$ cat config.mk
export PLATFORM = sky130hd
export DESIGN_NAME = sys_nios2_qsys_0_oci_dct_packer
export DESIGN_NICKNAME = d
export VERILOG_FILES = /design/src/rtl/oci_trace_pkg.sv /design/src/rtl/oci_frame_skid.sv /design/src/rtl/sys_nios2_qsys_0_oci_dct_packer.sv
export SDC_FILE = /design/constraint.sdc
export NUM_CORES = 1
export LEC_CHECK = 0
export BUFFER_PORTS_ARGS = -buffer_cell sky130_fd_sc_hd__clkbuf_2
export CORE_MARGIN = 1
export CORE_UTILIZATION = 29
export DETAILED_ROUTE_END_ITERATION = 10
export GPL_TIMING_DRIVEN = 0
export PLACE_DENSITY_LB_ADDON = 0.25
export SETUP_SLACK_MARGIN = 0.02
export SYNTH_ARGS = -nofsm -noshare
export SYNTH_HDL_FRONTEND = slang
export SYNTH_SLANG_ARGS = --single-unit
$ cat constraint.sdc
create_clock -name clk -period 3.8 [get_ports clk]
set_input_delay 0.76 -clock clk [delete_from_list [all_inputs] [get_ports clk]]
set_output_delay 0.76 -clock clk [all_outputs]
set_load 0.02 [all_outputs]
$ cat src/rtl/oci_trace_pkg.sv
// Shared types and constants for OCI trace producers (DCT packer and friends).
package oci_trace_pkg;

  localparam int DCT_SLOTS = 15;
  localparam int BUF_W     = 2 * DCT_SLOTS;
  localparam int CNT_W     = 4;
  localparam int FRAME_W   = 36;

  localparam logic [1:0] FRAME_TYPE_DCT = 2'b10;

  typedef enum logic [1:0] {
    DCT_NOT_TAKEN = 2'b00,
    DCT_TAKEN     = 2'b01,
    DCT_EXCEPTION = 2'b10,
    DCT_RESERVED  = 2'b11
  } dct_code_e;

  typedef enum logic [1:0] {
    ST_PACK  = 2'd0,
    ST_DRAIN = 2'd1,
    ST_DONE  = 2'd2
  } trace_state_e;

  function automatic logic [FRAME_W-1:0] pack_frame(input logic [1:0]       frame_type,
                                                     input logic [CNT_W-1:0] count,
                                                     input logic [BUF_W-1:0] buffer);
    return {frame_type, count, buffer};
  endfunction

endpackage

$ cat src/rtl/oci_frame_skid.sv
// Single-entry valid/ready output register; frees in the same cycle it is drained.
module oci_frame_skid
  import oci_trace_pkg::*;
#(
  parameter int W = FRAME_W
) (
  input  logic         clk,
  input  logic         reset,
  input  logic         in_valid,
  input  logic [W-1:0] in_data,
  output logic         in_ready,
  output logic         out_valid,
  output logic [W-1:0] out_data,
  input  logic         out_ready
);

  logic         valid_q, valid_d;
  logic [W-1:0] data_q, data_d;

  assign in_ready  = ~valid_q | out_ready;
  assign out_valid = valid_q;
  assign out_data  = data_q;

  always_comb begin
    valid_d = valid_q;
    data_d  = data_q;
    if (in_valid && in_ready) begin
      valid_d = 1'b1;
      data_d  = in_data;
    end else if (out_ready) begin
      valid_d = 1'b0;
    end
  end

  always_ff @(posedge clk) begin
    if (reset) begin
      valid_q <= 1'b0;
      data_q  <= '0;
    end else begin
      valid_q <= valid_d;
      data_q  <= data_d;
    end
  end

endmodule

$ cat src/rtl/sys_nios2_qsys_0_oci_dct_packer.sv
// Packs 2-bit DCT branch codes into 15-slot buffers and emits them as 36-bit trace frames,
// with an end-of-test drain sequence for the OCI monitor.
module sys_nios2_qsys_0_oci_dct_packer
  import oci_trace_pkg::*;
#(
  parameter logic [1:0] FRAME_TYPE = FRAME_TYPE_DCT
) (
  input  logic               clk,
  input  logic               reset,
  input  logic               dct_valid,
  input  logic [1:0]         dct_code,
  output logic               dct_ready,
  input  logic               flush,
  input  logic               end_req,
  output logic               frame_valid,
  output logic [FRAME_W-1:0] frame_data,
  input  logic               frame_ready,
  output logic [BUF_W-1:0]   dct_buffer,
  output logic [CNT_W-1:0]   dct_count,
  output logic               test_ending,
  output logic               test_has_ended,
  output logic [15:0]        drop_count
);

  trace_state_e       state_q, state_d;
  logic [BUF_W-1:0]   buffer_q, buffer_d;
  logic [CNT_W-1:0]   count_q, count_d;
  logic               flush_pend_q, flush_pend_d;
  logic               test_ending_q, test_ending_d;
  logic               test_has_ended_q, test_has_ended_d;
  logic [15:0]        drop_count_q, drop_count_d;

  logic               out_free;
  logic               flush_req;
  logic               emit_pending;
  logic               accept;
  logic               want_emit;
  logic               emit;
  logic [BUF_W-1:0]   buf_next;
  logic [CNT_W-1:0]   cnt_next;

  assign flush_req    = flush | flush_pend_q;
  assign emit_pending = (count_q == 4'd14) | flush_req;
  assign dct_ready    = ~test_has_ended_q & ~test_ending_q &
                        ~(frame_valid & ~frame_ready & emit_pending);
  assign accept       = dct_valid & dct_ready;

  always_comb begin
    buf_next = buffer_q;
    for (int i = 0; i < DCT_SLOTS; i++) begin
      if (accept && count_q == CNT_W'(i)) buf_next[2*i +: 2] = dct_code;
    end
    cnt_next = count_q + CNT_W'(accept);
  end

  // A buffer only leaves when the output register can take it this cycle; an empty
  // buffer never produces a frame.
  always_comb begin
    state_d      = state_q;
    flush_pend_d = 1'b0;
    want_emit    = 1'b0;
    case (state_q)
      ST_PACK: begin
        want_emit    = (accept & (count_q == 4'd14)) | flush_req | end_req;
        flush_pend_d = flush_req & ~out_free;
        if (end_req) state_d = ST_DRAIN;
      end
      ST_DRAIN: begin
        want_emit = 1'b1;
        if (out_free && count_q == '0) state_d = ST_DONE;
      end
      default: state_d = ST_DONE;
    endcase
    emit = want_emit & out_free & (cnt_next != '0);

    buffer_d = emit ? '0 : buf_next;
    count_d  = emit ? '0 : cnt_next;

    test_ending_d    = (state_d == ST_DRAIN);
    test_has_ended_d = (state_d == ST_DONE);

    drop_count_d = drop_count_q;
    if (dct_valid && !dct_ready && drop_count_q != 16'hFFFF) drop_count_d = drop_count_q + 16'd1;
  end

  always_ff @(posedge clk) begin
    if (reset) begin
      state_q          <= ST_PACK;
      buffer_q         <= '0;
      count_q          <= '0;
      flush_pend_q     <= 1'b0;
      test_ending_q    <= 1'b0;
      test_has_ended_q <= 1'b0;
      drop_count_q     <= '0;
    end else begin
      state_q          <= state_d;
      buffer_q         <= buffer_d;
      count_q          <= count_d;
      flush_pend_q     <= flush_pend_d;
      test_ending_q    <= test_ending_d;
      test_has_ended_q <= test_has_ended_d;
      drop_count_q     <= drop_count_d;
    end
  end

  oci_frame_skid #(.W(FRAME_W)) u_skid (
    .clk       (clk),
    .reset     (reset),
    .in_valid  (emit),
    .in_data   (pack_frame(FRAME_TYPE, cnt_next, buf_next)),
    .in_ready  (out_free),
    .out_valid (frame_valid),
    .out_data  (frame_data),
    .out_ready (frame_ready)
  );

  assign dct_buffer     = buffer_q;
  assign dct_count      = count_q;
  assign test_ending    = test_ending_q;
  assign test_has_ended = test_has_ended_q;
  assign drop_count     = drop_count_q;

endmodule

==> flow_summary.ini, run 1 <==
[setup_path]
cpMaxStageDelayCell = o211a_1
cp_num_buf_inv = 3
cp_max_fo = 10
critPathMaxStageDelay_ns = 0.36
crit_path_end_kind = register
path_cells = clkbuf_2 > nand2b_1 > o211a_1 > clkbuf_2 > nor2b_1 > ha_1 > ha_1 > xor2_1 > nor3_2 > a2111oi_0 > nand2_1 > clkbuf_1 > o2bb2ai_1
crit_required_ns = 4.06
crit_family = compound AO/OA/AOI/OAI gates
start_kind = input port
cp.arrival_ns = 3.57
worstSetupPathType = in -> reg

[finish]
synthToLayoutAreaGrowth_pct = 28.0
drive_gt1_share_pct = 28.3
antennaDiodeCount = 0
postLayoutCoreUtil_pct = 38.6
instances_no_fill = 602
nets = 465

[logic_synthesis]
synth.yosys.seq_area_share_pct = 52.0
yosysUniqueCellTypes = 42
netlist_area_um2 = 3510
ys_warn_count = 0
syn_inst = 349
syn_avg_cell_area_um2 = 10.0
synthesis.nets = 360
ys_ff_latch = 91

[sta]
skew_ns = 0.00992
fmax_ghz = 0.302
rsz0062_at_grt = no
setup_viol = 0
final.min_clock_period_ns = 3.31
finalHoldViolCount = 0
fin_crit_sh_pct = 87.2
finalWorstSetupSlack_ns = 0.487
setup_tns_ns = 0
worstMarginPinSlew_ns = 0.590
max_slew_margin_pct = 60.7
slew_violations = 0

[floorplanning]
fp.coreArea_um2 = 11600
die_width_um = 112
design.portCount = 98
dieArea_um2 = 12500
dieHeight_um = 112
rows = 39
start_util_pct = 30.2

[grt]
grt.busiest_layer = met2
use_met3_pct = 4.63
grt_max_degree = 17
grt_pass1_wl_um = 15200
grt_pass1_vias = 2882
grt.overflow.total = 0
use_met1_pct = 20.3
grt.total_usage_pct = 15.4
antenna_found_initial = 0
grt_use_met2_pct = 24.6

[outcome]
violations = design-rule violations
status = complete, but fails checks

[cts]
cts_buffers = 9
insertion_delay_ns = 0.33
cts_max_path_buffers = 2
htreeDepth = 3
cts-root-buf = clkbuf_16
cts.sinks = 91
clk_pin_slew_ns = 0.07
cts_tree = done

[route]
ant_nets = 0
detail_route.iter0.violations = 197
routed_wl_um = 9220
routed_via_density = 5.01
firstDrtPassIters = 7
drc = 6
vias = 3017
wl_per_cell_um = 15.3

[worst_hold_path]
holdCritPathClass = reg -> reg

[job]
max-cap-violations = 0

[power_and_ir_drop]
total_power_w = 0.00244
ir_drop_mv = 0.265
leakagePower_nw = 1.97
powerDensity_nw_per_um2 = 543

[place]
gp_congestion = 0.847
placed_cells = 587
dp_hpwl_um = 6890
portBuffers = 95
place_ws_ns = -0.340
[cell usage in the layout (no fill, tap or decap), drive strengths merged, types with 7 or more instances in the layout]
| cell type | netlist | final |
|---|---|---|
| dfxtp | 91 | 91 |
| nand3 | 16 | 16 |
| a21oi | 17 | 17 |
| nor2 | 42 | 42 |
| o2bb2ai | 30 | 30 |
| o21ai | 14 | 14 |
| clkbuf | 13 | 118 |
| nand2 | 7 | 7 |
| mux2i | 31 | 31 |
| or3 | 10 | 10 |
| nor2b | 7 | 7 |
[where the power goes]
| part | switching [W] | total (W) | internal (W) |
|---|---|---|---|
| registers | 0.0000417 | 0.00104 | 0.00100 |
| logic | 0.000332 | 0.000474 | 0.000141 |
| clock network | 0.000381 | 0.000919 | 0.000539 |
| total | 0.000755 | 0.00244 | 0.00168 |
[layer usage]
metal  part of all wire, %  wire [um]
met2                    46       4220
met4                  0.58         53
met1                    47       4360
met5                     0          0
met3                   6.3        584
[per-stage QoR]
stage / hold slack (ns) / instance area, um2
2_1_floorplan: 0.487 / 3510
3_3_place_gp: 0.446 / 4160
3_5_place_dp: 0.445 / 4160
4_1_cts: 0.469 / 4470
5_1_grt: 0.477 / 4490
6_report: 0.463 / 4490
[cell type report]
class / instances / area, um2
Timing Repair Buffer: 95 / 475
Clock inverter: 5 / 67.6
Sequential cell: 91 / 1820
Tap cell: 143 / 179
Buffer: 18 / 86.3
Multi-Input combinational cell: 236 / 1600
Clock buffer: 11 / 243
Fill cell: 1203 / 7130
Inverter: 3 / 11.3
[logic make-up (layout without fill, tap and decap cells)]
group	count (synthesis)	in the layout	synth area share, %
AND/OR/NAND/NOR	116	116	17.1
flip-flops	91	91	52.0
AO/OA/AOI/OAI	81	81	17.1
multiplexers	32	32	9.17
buffers and inverters	22	132	2.71
adder cells (fa/ha/maj)	3	3	1.07
XOR/XNOR	3	3	0.750
other	1	1	0.107
[final timing paths]
check                          start                   to  slack [ns]  cells past startpoint
setup / recovery         frame_ready  u_skid.out_data[16]        0.49                     13
hold reg to reg   u_skid.out_data[2]   u_skid.out_data[2]        0.46                      1
setup reg to reg        flush_pend_q  u_skid.out_data[16]        0.71                     12
hold / removal    u_skid.out_data[2]   u_skid.out_data[2]        0.46                      1
[worst reg2reg max path, delay by kind of cell (launching register included)]
family                   cells  cell delay (ns)
XOR/XNOR                     1             0.26
adder cells (fa/ha/maj)      2             0.34
flip-flops                   1             0.30
AND/OR/NAND/NOR              4             0.66
buffers and inverters        2             0.55
AO/OA/AOI/OAI                3             0.90
[Yosys cell counts (all sizes together)]
cell,count,share of area [%]
nor4,2,0.36
a31o,1,0.25
and3,5,0.89
and4,5,1.2
o211a,1,0.29
a31oi,1,0.18
o21ai,14,2.0
o221a,1,0.32
a2111oi,1,0.25
o21a,4,0.86
nand2,7,0.75
clkbuf,13,1.4
inv,3,0.32
o2bb2ai,30,7.5
nand2b,1,0.18
and2,5,0.89
a21oi,17,2.5
nor2,42,4.5
dfxtp,91,52
o2111ai,2,1.0
and2b,1,0.25
a211oi,2,0.43
nor3,5,0.71
o31ai,3,0.64
and4b,1,0.29
ha,3,1.1
mux2i,31,8.9
nand3,16,2.3
a211o,1,0.25
nand4,6,1.1
nor2b,7,1.2
xor2,3,0.75
buf,6,1.0
or4,3,0.64
conb,1,0.11
mux2,1,0.32
o211ai,3,0.64
or3,10,1.8
[repair_timing]
action	CTS	global route
endpoints found under the hold margin	0	0
buffers inserted	0	0
setup endpoints to repair	11	66
gates resized for setup	1	11
hold buffers	0	0
[sequential cells by signal, indices dropped and copies added, names as in the netlist]
name,flops
drop_count,16
dct_count,4
u_skid.out_valid,1
flush_pend_q,1
u_skid.out_data,35
state_q,2
test_has_ended,1
test_ending,1
dct_buffer,30
Note: power is estimated with default switching activity, not from simulation.
==> run 2: changes to the inputs <==
ABC_AREA = 1   (was default)
GPL_ROUTABILITY_DRIVEN = 0   (was default)
==> run 2 against run 1 <==
  * The run now ends clean
  * Clock skew down 0.0018 ns
  * Wire length up 33%
  * Synthesized cell count up 64%
  * Sequential power about the same
  * Core utilization down 1.7 points
  * Synthesized area up 18%
  * Non-clock buffer count up 16
  * Sequential share of layout area down 5.1 points
  * Cell count up 43%
  * Power up 4.8%
  * Setup slack better by 0.24 ns
  * Global-route usage up 1.8 points
  * Largest cell class is now multi-input gates
  * Largest power group unchanged
  * Highest routed layer unchanged
==> flow_summary.ini, run 2 <==
[finish]
postLayoutCoreUtil_pct = 37.0
mostFrequentLayoutCell = nand2_1
instances_no_fill = 863
drive_gt1_share_pct = 21.8
synthToLayoutAreaGrowth_pct = 24.1
antennaDiodeCount = 0
fillers = 1509
largest_reg_flops = 35
final_cell_mix = nand2_1, clkbuf_2, dfxtp_1
nets = 689

[place]
portBuffers = 96
placed_cells = 847
place_ws_ns = 0.398
dp_hpwl_um = 9460

[floorplanning]
dieHeight_um = 121
fp.coreArea_um2 = 13900
die_width_um = 121
start_util_pct = 29.8
design.portCount = 98
rows = 43
dieArea_um2 = 14700

[route]
routed_via_density = 4.94
routed_wl_um = 12300
detail_route.iter0.violations = 303
wl_per_cell_um = 14.2
drc = 0
vias = 4261
ant_nets = 0
firstDrtPassIters = 4

[grt]
antenna_found_initial = 0
grt_pass1_vias = 3978
grt_pass1_wl_um = 19600
grt.total_usage_pct = 17.2
grt.overflow.total = 0
grt_max_degree = 16

[job]
max-cap-violations = 0

[logic_synthesis]
yosys-top-cells-area = dfxtp_1, nand2_1, nand3_1, nand4_1, a21oi_1
netlist_area_um2 = 4130
synth_edf_count = 0
yosys.area.top_type_share_pct = 44.1
yosysTopAreaCell = dfxtp_1
synth_common_cells = nand2_1, dfxtp_1, nand3_1
ys_ff_latch = 91
post-synth-top-count-cell = nand2_1
synth.yosys.seq_area_share_pct = 44.1
postSynth.asyncResetShare_pct = 0
synthFlopType = dfxtp_1
syn_inst = 571
ys_warn_count = 0
synthesis.nets = 582
syn_avg_cell_area_um2 = 7.24
yosysUniqueCellTypes = 28

[setup_path]
cp.arrival_ns = 3.36
crit_path_end_kind = register
crit_required_ns = 4.09
start_kind = input port
cp_max_fo = 10
reg2reg_depth = 18
worstSetupPathType = in -> reg
rrSetupSlack_ns = 0.80

[sta]
final.min_clock_period_ns = 3.07
finalHoldViolCount = 0
rsz0062_at_grt = no
worstMarginPinSlew_ns = 0.567
fmax_ghz = 0.326
finalWorstSetupSlack_ns = 0.732
setup_viol = 0
fin_crit_sh_pct = 80.7
hold_ws_ns = 0.467
max_slew_margin_pct = 61.9
skew_ns = 0.00812
setup_tns_ns = 0
slew_violations = 0

[cts]
cts_max_path_buffers = 2
clk_pin_slew_ns = 0.07
cts-root-buf = clkbuf_16
cts_tree = done
postCtsHoldBufs = 0
htreeDepth = 3
postCtsSetupBuffers = 0
cts_buffers = 9
cts.sinks = 91
insertion_delay_ns = 0.35
post_cts_resized = 0

[outcome]
status = finished clean

[worst_hold_path]
min_path_cells = 2
holdCritPathClass = reg -> reg

[power_and_ir_drop]
leakagePower_nw = 2.37
powerDensity_nw_per_um2 = 498
ir_drop_mv = 0.244
run 2: changes by cell type after synthesis, sizes merged, moves of 8 or more:
cell | before | now
mux2i | 31 | 0
nor2 | 42 | 50
inv | 3 | 26
buf | 6 | 22
a21oi | 17 | 51
or3 | 10 | 0
o2bb2ai | 30 | 0
nand3 | 16 | 75
o21ai | 14 | 2
nand4 | 6 | 53
nand2 | 7 | 169
run 2: cell families (layout without fill, tap and decap cells):
family | Yosys count | in the layout | share of synthesized area [%]
adder cells (fa/ha/maj) | 3 | 3 | 0.908
buffers and inverters | 59 | 171 | 6.57
other | 1 | 1 | 0.0907
AO/OA/AOI/OAI | 54 | 54 | 6.78
flip-flops | 91 | 91 | 44.1
XOR/XNOR | 12 | 12 | 2.54
AND/OR/NAND/NOR | 351 | 351 | 39.0
run 2: final timing paths:
path                                          start                   to
worst max-delay path                    frame_ready  u_skid.out_data[16]
worst min-delay path            u_skid.out_data[32]  u_skid.out_data[32]
worst max register to register         dct_count[2]  u_skid.out_data[16]
worst min register to register  u_skid.out_data[32]  u_skid.out_data[32]
run 2: cell type report:
type | count | area, um2 | share of cell area (%)
Inverter | 26 | 97.6 | 1.90
Multi-Input combinational cell | 421 | 2040 | 39.8
Clock inverter | 5 | 37.5 | 0.732
Sequential cell | 91 | 1820 | 35.5
Tap cell | 180 | 225 | 4.39
Buffer | 33 | 174 | 3.39
Timing Repair Buffer | 96 | 480 | 9.37
Clock buffer | 11 | 253 | 4.93
run 2: per-layer routing:
metal  part of all wire [%]  vias to the layer above  global-route usage, %  wire length [um]
li1                       -                     2147                      -                 -
met3                    5.7                       15                   4.18               706
met4                    1.4                        0                   6.94               176
met5                      0                        -                      0                 0
met1                     46                     1986                   21.7              5680
met2                     47                      113                   27.9              5720
run 2: where the power goes:
group	leakage (nW)	internal [W]	switching, W
logic	1.50	0.000181	0.000474
clock network	0.138	0.000480	0.000393
registers	0.735	0.000993	0.0000322
run 2: worst max-delay path: stages:
cell and delay [ns]:
clkbuf_2 0.09, nor2_2 0.25, nand2_1 0.11, nor2_2 0.13, nor2_2 0.09, buf_2 0.18
nand2_1 0.07, inv_1 0.04, ha_1 0.21, ha_1 0.20, xnor2_1 0.23, nand2_1 0.10
o21ai_2 0.17, inv_2 0.10, nand2_4 0.17, buf_2 0.25, nand3_1 0.10, nand2_1 0.09
run 2: per-stage QoR:
| stage | area (um2) | total power, W |
|---|---|---|
| after CTS | 5130 | 0.00257 |
| final | 5130 | 0.00255 |
| after global routing | 5130 | 0.00268 |
| after global placement | 4840 | 0.00169 |
| after detailed placement | 4840 | 0.00170 |
| after floorplan | 4130 | 0.00150 |
==> run 3: changes to the inputs <==
clock period = 2.9 ns   (was 3.8 ns; I/O delays follow)
==> run 3 against run 2 <==
  * Die area stayed put
  * First-iteration DRC count is 15% lower
  * Sequential power is 31% higher
  * Power is 34% higher
  * Clock-buffer cell count stayed put
  * Wire length is 1.2% higher
  * Clock skew hardly changed
  * Setup slack worse by 0.55 ns
  * Non-clock buffer count is 4 higher
  * Largest power group unchanged
  * Hold slack hardly changed
  * Combinational power is 41% higher
==> flow_summary.ini, run 3 (synthesis results as in run 2) <==
[sta]
rsz0062_at_grt = no
final.min_clock_period_ns = 2.72
slew_violations = 0
setup_viol = 0
setup_tns_ns = 0
finalHoldViolCount = 0
fmax_ghz = 0.368
fin_crit_sh_pct = 93.8
skew_ns = 0.00802
max_slew_margin_pct = 62.5
worstMarginPinSlew_ns = 0.559

[setup_path]
crit_start = u_skid.out_valid
cp_max_fo = 10
crit_required_ns = 3.18
worstReg2RegStart = u_skid.out_valid
path_cells = inv_1 > nor2_4 > nand2_1 > nor2_4 > nor2_4 > buf_4 > nand2_1 > inv_1 > ha_1 > ha_4 > xnor2_2 > nand2_1 > o21ai_2 > inv_2 > nand2_8 > nand2_4 > buf_4 > a21oi_1
cp_num_buf_inv = 5
cpMaxStageDelayCell = dfxtp_1
start_kind = register
critPathMaxStageDelay_ns = 0.35
crit_path_end_kind = register
cp.arrival_ns = 3.00
worstSetupPathType = reg -> reg
crit_family = simple AND/OR/NAND/NOR gates

[cts]
htreeDepth = 3
insertion_delay_ns = 0.35
clk_pin_slew_ns = 0.07
cts-root-buf = clkbuf_16
postCtsHoldBufs = 0
cts_buffers = 9
cts.sinks = 91
cts_tree = done
cts_max_path_buffers = 2

[floorplanning]
fp.coreArea_um2 = 13900
die_width_um = 121
rows = 43
dieArea_um2 = 14700
dieHeight_um = 121
design.portCount = 98
start_util_pct = 29.8

[place]
dp_hpwl_um = 9460
portBuffers = 96

[route]
firstDrtPassIters = 5
routed_wl_um = 12400
ant_nets = 0
detail_route.iter0.violations = 259
vias = 4294
drc = 0
wl_per_cell_um = 14.3
routed_via_density = 4.95

[finish]
nets = 693
drive_gt1_share_pct = 23.3
antennaDiodeCount = 0
fillers = 1500
largest_reg_flops = 35
mostFrequentLayoutCell = nand2_1
final_cell_mix = nand2_1, clkbuf_2, dfxtp_1
synthToLayoutAreaGrowth_pct = 26.4

[outcome]
status = finished clean

[grt]
grt_pass1_vias = 4009
grt_pass1_wl_um = 19600
grt_max_degree = 16
grt.overflow.total = 0
grt.total_usage_pct = 17.3
antenna_found_initial = 0

[power_and_ir_drop]
ir_drop_mv = 0.317
total_power_w = 0.00341
leakagePower_nw = 2.40
powerDensity_nw_per_um2 = 653

[worst_hold_path]
holdCritPathClass = reg -> reg
hold_path.startpoint = u_skid.out_data[32]

[job]
max-cap-violations = 0
-- run 3: worst register-to-register path: cells and delay by family (launching register included) --
family,cells,cell delay (ns)
fa+ha+maj,2,0.42
xor+xnor,1,0.18
buf+inv,5,0.56
simple gates,8,0.83
compound gates,2,0.31
flops,1,0.35
-- run 3: final timing paths --
kind | end | slack [ns] | depth (start not counted)
worst max-delay path | dct_buffer[12] | 0.18 | 18
worst min-delay path | u_skid.out_data[32] | 0.47 | 2
worst max register to register | dct_buffer[12] | 0.18 | 18
worst min register to register | u_skid.out_data[32] | 0.47 | 2
-- run 3: cell type report --
type	instances	area (um2)	share of cell area [%]
Buffer	33	184	3.52
Clock buffer	11	253	4.84
Clock inverter	5	37.5	0.718
Inverter	26	97.6	1.87
Multi-Input combinational cell	421	2090	40.0
Sequential cell	91	1830	35.0
Tap cell	180	225	4.31
Timing Repair Buffer	100	510	9.77
-- run 3: timing repair --
| action | 4_1_cts | 5_1_grt |
|---|---|---|
| pin swaps | 0 | 2 |
| setup endpoints to repair | 60 | 69 |
| buffers inserted | 0 | 4 |
| resized for setup | 6 | 11 |
-- run 3: layer usage --
layer,wire length (um),track usage (%)
met1,5710,21.6
met2,5880,28.1
met4,152,7.25
met3,695,4.28
met5,0,0
-- run 3: stage by stage --
| stage | utilization [%] | setup slack [ns] | cell area [um2] | hold slack [ns] | instances |
|---|---|---|---|---|---|
| floorplan | - | 0.160 | 4130 | 0.420 | 571 |
| global placement | 34.9 | -0.301 | 4840 | 0.443 | 847 |
| detailed placement | 34.9 | -0.322 | 4840 | 0.453 | 847 |
| CTS | 37.1 | 0.0434 | 5150 | 0.467 | 863 |
| global route | 37.6 | 0.0198 | 5230 | 0.480 | 867 |
| finish | 37.6 | 0.181 | 5230 | 0.467 | 867 |
-- run 3: power by group --
part / switching (W) / internal (W) / total (W)
sequential: 0.0000430 / 0.00130 / 0.00134
combinational: 0.000641 / 0.000283 / 0.000923
clock: 0.000515 / 0.000629 / 0.00114
